===== config.mk =====
export PLATFORM = sky130hd
export DESIGN_NAME = valu_arbiter
export DESIGN_NICKNAME = d
export VERILOG_FILES = /design/src/rtl/valu_arbiter.sv
export SDC_FILE = /design/constraint.sdc
export NUM_CORES = 1
export LEC_CHECK = 0
export ABC_AREA = 1
export ABC_CLOCK_PERIOD_IN_PS = 1600
export CORE_AREA = 3 3 406 408
export CTS_BUF_LIST = sky130_fd_sc_hd__clkbuf_8 sky130_fd_sc_hd__clkbuf_16
export CTS_CLUSTER_DIAMETER = 150
export DETAILED_ROUTE_END_ITERATION = 8
export DIE_AREA = 0 0 409 411
export GPL_TIMING_DRIVEN = 0
export PLACE_DENSITY_LB_ADDON = 0.3
export SKIP_LAST_GASP = 1
export SLEW_MARGIN = 10
export SYNTH_ARGS = -nofsm -noshare
export SYNTH_HDL_FRONTEND = slang
export SYNTH_SLANG_ARGS = --single-unit

===== constraint.sdc =====
create_clock -name clk -period 1.6 [get_ports clk]
set_clock_uncertainty 0.05 [all_clocks]
set_input_delay 0.32 -clock clk [delete_from_list [all_inputs] [get_ports clk]]
set_output_delay 0.32 -clock clk [all_outputs]
set_load 0.02 [all_outputs]

===== src/rtl/valu_arbiter.sv =====
// valu_arbiter: round-robin sharing of one combinational vector ALU between two requesters with a registered response slot
module valu_arbiter #(
  parameter int N = 128
) (
  input  logic         clk,
  input  logic         rst,
  input  logic         req0_valid,
  output logic         req0_ready,
  input  logic [2:0]   req0_op,
  input  logic [N-1:0] req0_a,
  input  logic [N-1:0] req0_b,
  input  logic         req1_valid,
  output logic         req1_ready,
  input  logic [2:0]   req1_op,
  input  logic [N-1:0] req1_a,
  input  logic [N-1:0] req1_b,
  output logic [N-1:0] alu_a,
  output logic [N-1:0] alu_b,
  output logic [2:0]   alu_sel,
  input  logic [N-1:0] alu_c,
  output logic         rsp_valid,
  input  logic         rsp_ready,
  output logic         rsp_id,
  output logic [N-1:0] rsp_data,
  output logic         rsp_err
);
  logic last_grant;
  logic can_accept;
  logic gnt_any;
  logic gnt;
  logic accept;
  always_comb begin
    can_accept = !rsp_valid || rsp_ready;
    gnt_any    = req0_valid || req1_valid;
    gnt        = (req0_valid && req1_valid) ? !last_grant : req1_valid;
    req0_ready = !rst && can_accept && gnt_any && !gnt;
    req1_ready = !rst && can_accept && gnt_any && gnt;
    accept     = req0_ready || req1_ready;
    alu_a      = gnt_any ? (gnt ? req1_a : req0_a) : '0;
    alu_b      = gnt_any ? (gnt ? req1_b : req0_b) : '0;
    alu_sel    = gnt_any ? (gnt ? req1_op : req0_op) : '0;
  end
  always_ff @(posedge clk) begin
    if (rst) begin
      rsp_valid  <= 1'b0;
      rsp_data   <= '0;
      rsp_id     <= 1'b0;
      rsp_err    <= 1'b0;
      last_grant <= 1'b1;
    end else if (accept) begin
      rsp_valid  <= 1'b1;
      rsp_data   <= alu_c;
      rsp_id     <= gnt;
      rsp_err    <= alu_sel[2] && alu_sel[1];
      last_grant <= gnt;
    end else if (rsp_ready) begin
      rsp_valid  <= 1'b0;
    end
  end
endmodule


After elaboration in Yosys (flattened, before gate mapping)
Cells that the tools add are included.
{ "totals": {"word_cells": 28, "ff_bits": 132, "out_inout_bits": 392, "input_bits": 651} }
{ "op_classes": {"n_reduce_logical": 14, "muxes": 9} }
{ "ops": {"columns": ["cell", "count"], "rows": [
  ["128-bit two-way mux", 4],
  ["1-bit logical AND", 6],
  ["3-bit two-way mux", 2],
  ["1-bit zero test", 4],
  ["1-bit logical OR", 3],
  ["1-bit two-way mux", 3],
  ["2-bit nonzero test", 1]
]} }

Depth between registers and ports, before layout
{ "depth": {"word_depth": 7, "ltp_mapped": 8} }

Least setup slack after synthesis
Ideal clock, no wire load.
{ "synth_timing": {"kind": "input to output", "start": "in req0_valid", "end": "out alu_b[100]", "stages": 7, "path_buffers": 3, "t_arrival_ns": 1.215, "required_ns": 1.230, "path_slack_ns": 0.015, "path_cell_list": "buf_4 nand2_2 nand2_4 buf_2 buf_2 nand3_1 nand2_1"} }
{ "synth_between": {"elab_chain_len": 4, "word_cells_on_any_way": 5, "cone_classes": "mux (3); reduce/logical (2)"} }
{ "synth_lines": {"columns": ["element", "line_no", "rtl"], "rows": [
  ["from (decl)", "7", "input logic req0_valid,"],
  ["1-bit logical AND", "35", "gnt = (req0_valid && req1_valid) ? !last_grant : req1_valid;"],
  ["1-bit two-way mux", "35", null],
  ["128-bit two-way mux", "40", "alu_b = gnt_any ? (gnt ? req1_b : req0_b) : '0;"],
  ["128-bit two-way mux *", "40", null],
  ["to (decl)", "18", "output logic [N-1:0] alu_b,"]
]} }
Every way passes the cells marked *; elsewhere a longest branch is shown, timed or not.

Worst setup path in the final report
{ "layout_timing": {"start": "reg last_grant", "end": "out alu_a[9]"} }
{ "layout_between": {"elab_chain_len": 4} }
{ "layout_lines": {"columns": ["element", "line_no", "rtl"], "rows": [
  ["from (decl)", "27", "logic last_grant;"],
  ["from (signal assigned)", "55", "last_grant <= gnt;"],
  ["1-bit zero test", "35", null],
  ["1-bit two-way mux", "35", null],
  ["128-bit two-way mux (2 in a row)", "39", "alu_a = gnt_any ? (gnt ? req1_a : req0_a) : '0;"],
  ["to (decl)", "17", "output logic [N-1:0] alu_a,"]
]} }
Every way passes these cells.

==> flow_summary.toml <==
[synth]
synth_cells = 1446
seq_area_frac_synth = 0.318
synth_cell_type_count = 17
postSynthRegisterBits = 132
avgSynthCellArea_um2 = 5.75
syn_nets = 2097
synth_area_mm2 = 0.00831
synth_warnings = 0

[clock_network]
cts.htree.levels = 4
clockBufferDepth = 2
clock_latency_ns = 0.45
ctsHoldBuffers = 0
path_clk_slew_ns = 0.08
clock_net_sink_count = 132
cts_inserted_buffers = 17
cts_tree = "built"
clock-root-buffer = "clkbuf_16"

[status]
violations = "setup timing"
outcome = "finished with violations"

[detailed_routing]
met2WireLength_mm = 56.1
detail_route.wirelength.met1_mm = 51.5
firstDrtPassIters = 7
top_layer_used = "met5"
antenna_violating_nets_post_route = 0
drt-vias-per-instance = 3.16
via_count = 14954
route.final.wire_length_mm = 122
detail_route.drc_violations = 0
initialDrtViolationCount = 1122
wl_per_cell_um = 25.8
route.met3.wl_mm = 12.2

[placement]
routability_congestion_estimate = 0.902
placed_cells = 4662
post_dp_cell_area_mm2 = 0.0215
port_buffers = 1041
hpwlAfterDp_mm = 109

[finish]
layoutNonFillerInstCount = 4725
area.sequential_mm2 = 0.00264
synthToLayoutAreaGrowth_pct = 174
nets = 3171
design_area_mm2 = 0.0228
multi_input_gate_area_mm2 = 0.00571
drive_gt1_frac = 0.224
fillCellCount = 18874

[sta]
finalWorstPathRequiredPeriod_ns = 2.33
final_critical_path_setup_slack_ns = -0.732
tightest_slew_ns = 0.995
max_slew_margin = 0.337
finalHoldViolations = 0
fin_crit_sh = 1.46
timing.final.setup_violations = 523
worst_hold_slack_ns = 0.347
report.final.slew_viol_count = 0
grt_setup_unrepaired = "yes"
achievable-frequency_mhz = 429

[worst_setup_path]
endpoint_kind = "output port"
worst_setup_path_start_kind = "register"
r2r_path_start = "rsp_valid"
worst-endpoint-required_ns = 1.23
critical_path.startpoint = "last_grant"
criticalPathCategory = "reg -> out"
crit_path_max_fanout = 10
critical_path_arrival_ns = 1.96
worstRegToRegCells = 7

[job]
drv_cap = 0

[global_routing]
grtUsageTotal = 0.136
grt_overflow = 0
grt_first_pass_wirelength_mm = 150
via_count_of_the_first_global_routing_pass = 14011
largest_net_degree_at_the_start_of_global_routing = 18
initial_antenna_violation_count = 99

[pwr]
peakVddDrop_mv = 0.582
leakagePower_nw = 10.0
power.density_mw_per_mm2 = 670

[die]
die-height_um = 411
floorplan.die_area_mm2 = 0.168
start_util = 0.0513
design.core.area_mm2 = 0.162
pin_count = 1043
floorplan_die_width_um = 409
num_rows = 148

[worst_hold_path]
min_delay_path_depth = 3
min-delay-start = "alu_c[15]"
hold_class = "in -> reg"
[area by class of cell]
class	instances	area share
Timing Repair Buffer	1056	0.434
Multi-Input combinational cell	1180	0.250
Tap cell	2175	0.119
Sequential cell	132	0.116
Buffer	126	0.0502
Clock buffer	17	0.0186
Clock inverter	15	0.00795
Inverter	7	0.00241
Antenna cell	17	0.00186
[final timing paths]
kind / endpoint / slack (ns)
setup reg to reg: rsp_data[101] / -0.26
setup / recovery: alu_a[9] / -0.73
hold / removal: rsp_data[15] / 0.35
hold reg to reg: rsp_data[72] / 0.41
[worst max-delay path: stages, from the launching register on]
cell,delay (ns)
dfxtp_2,0.34
nand2_4,0.08
nand2_8,0.07
buf_12,0.16
clkinv_16,0.08
buf_6,0.18
nand2_1,0.07
nand2_1,0.22
buf_2,0.28
[kinds of logic (layout without fill, tap and decap cells)]
kind of cell,count (synthesis),after routing,synth area share
other,0,17,0
DFF,132,132,0.318
and+or+nand+nor,1178,1178,0.594
buffers and inverters,134,1221,0.0873
AOI/OAI and AO/OA,2,2,0.00120
[where the power goes]
part	total, W	internal (W)	switching (W)
clock network	0.00413	0.00212	0.00201
logic	0.00743	0.00335	0.00408
registers	0.00374	0.00358	0.000157
[what timing repair did]
| item | 4_1_cts | 5_1_grt |
|---|---|---|
| setup buffers | 5 | 4 |
| resized for setup | 857 | 692 |
| pin swaps | 1 | 12 |
| gates cloned | 0 | 6 |
| endpoints found under the setup margin | 523 | 523 |
[registers in the layout, indices dropped and copies added, names as in the netlist]
name        cells
rsp_data      128
last_grant      1
rsp_id          1
rsp_valid       1
rsp_err         1
[through the flow]
step            util  total power [W]  setup TNS [ns]  setup slack [ns]
3_3_place_gp   0.132           0.0111         -650.09             -2.46
4_1_cts        0.139           0.0152         -323.40            -0.991
6_report       0.141           0.0153         -231.86            -0.732
5_1_grt        0.141           0.0160         -284.61            -0.788
3_5_place_dp   0.132           0.0111         -646.67             -2.44
2_1_floorplan      -          0.00628               0            0.0145
[cells in the final DEF, fill, tap and decap left out, types with 6 or more instances in the layout]
| master | netlist | final |
|---|---|---|
| buf_6 | 0 | 84 |
| nand2_4 | 1 | 44 |
| diode_2 | 0 | 17 |
| buf_12 | 0 | 16 |
| clkdlybuf4s50_1 | 0 | 779 |
| dfxtp_1 | 132 | 131 |
| buf_8 | 0 | 8 |
| buf_4 | 47 | 59 |
| clkbuf_2 | 0 | 107 |
| nand2_1 | 781 | 646 |
| clkbuf_4 | 0 | 17 |
| clkbuf_16 | 0 | 22 |
| buf_2 | 37 | 73 |
| nand3_4 | 0 | 10 |
| buf_1 | 23 | 16 |
| nand3_1 | 390 | 376 |
| nand2_2 | 1 | 88 |
| clkdlybuf4s15_2 | 0 | 6 |
[metal layers]
layer  up-vias  GRT usage
met1      7059      0.175
li1       6821          -
met2       886      0.221
met4        12     0.0178
met5         -          0
met3       176     0.0499
[synth_stat cells]
master	count	area share
dfxtp_1	132	0.32
nor2_2	1	0.00075
o21ai_0	1	0.00060
inv_2	3	0.0014
nand2_1	781	0.35
inv_1	4	0.0018
nand3_2	1	0.0012
nand2_4	1	0.0014
nand3_1	390	0.23
a21oi_1	1	0.00060
nand2_2	1	0.00075
nor2_1	2	0.00090
buf_2	37	0.022
buf_4	47	0.042
nor2_4	1	0.0014
clkbuf_1	20	0.0090
buf_1	23	0.010
No activity file was read; power rests on OpenSTA's default activity.
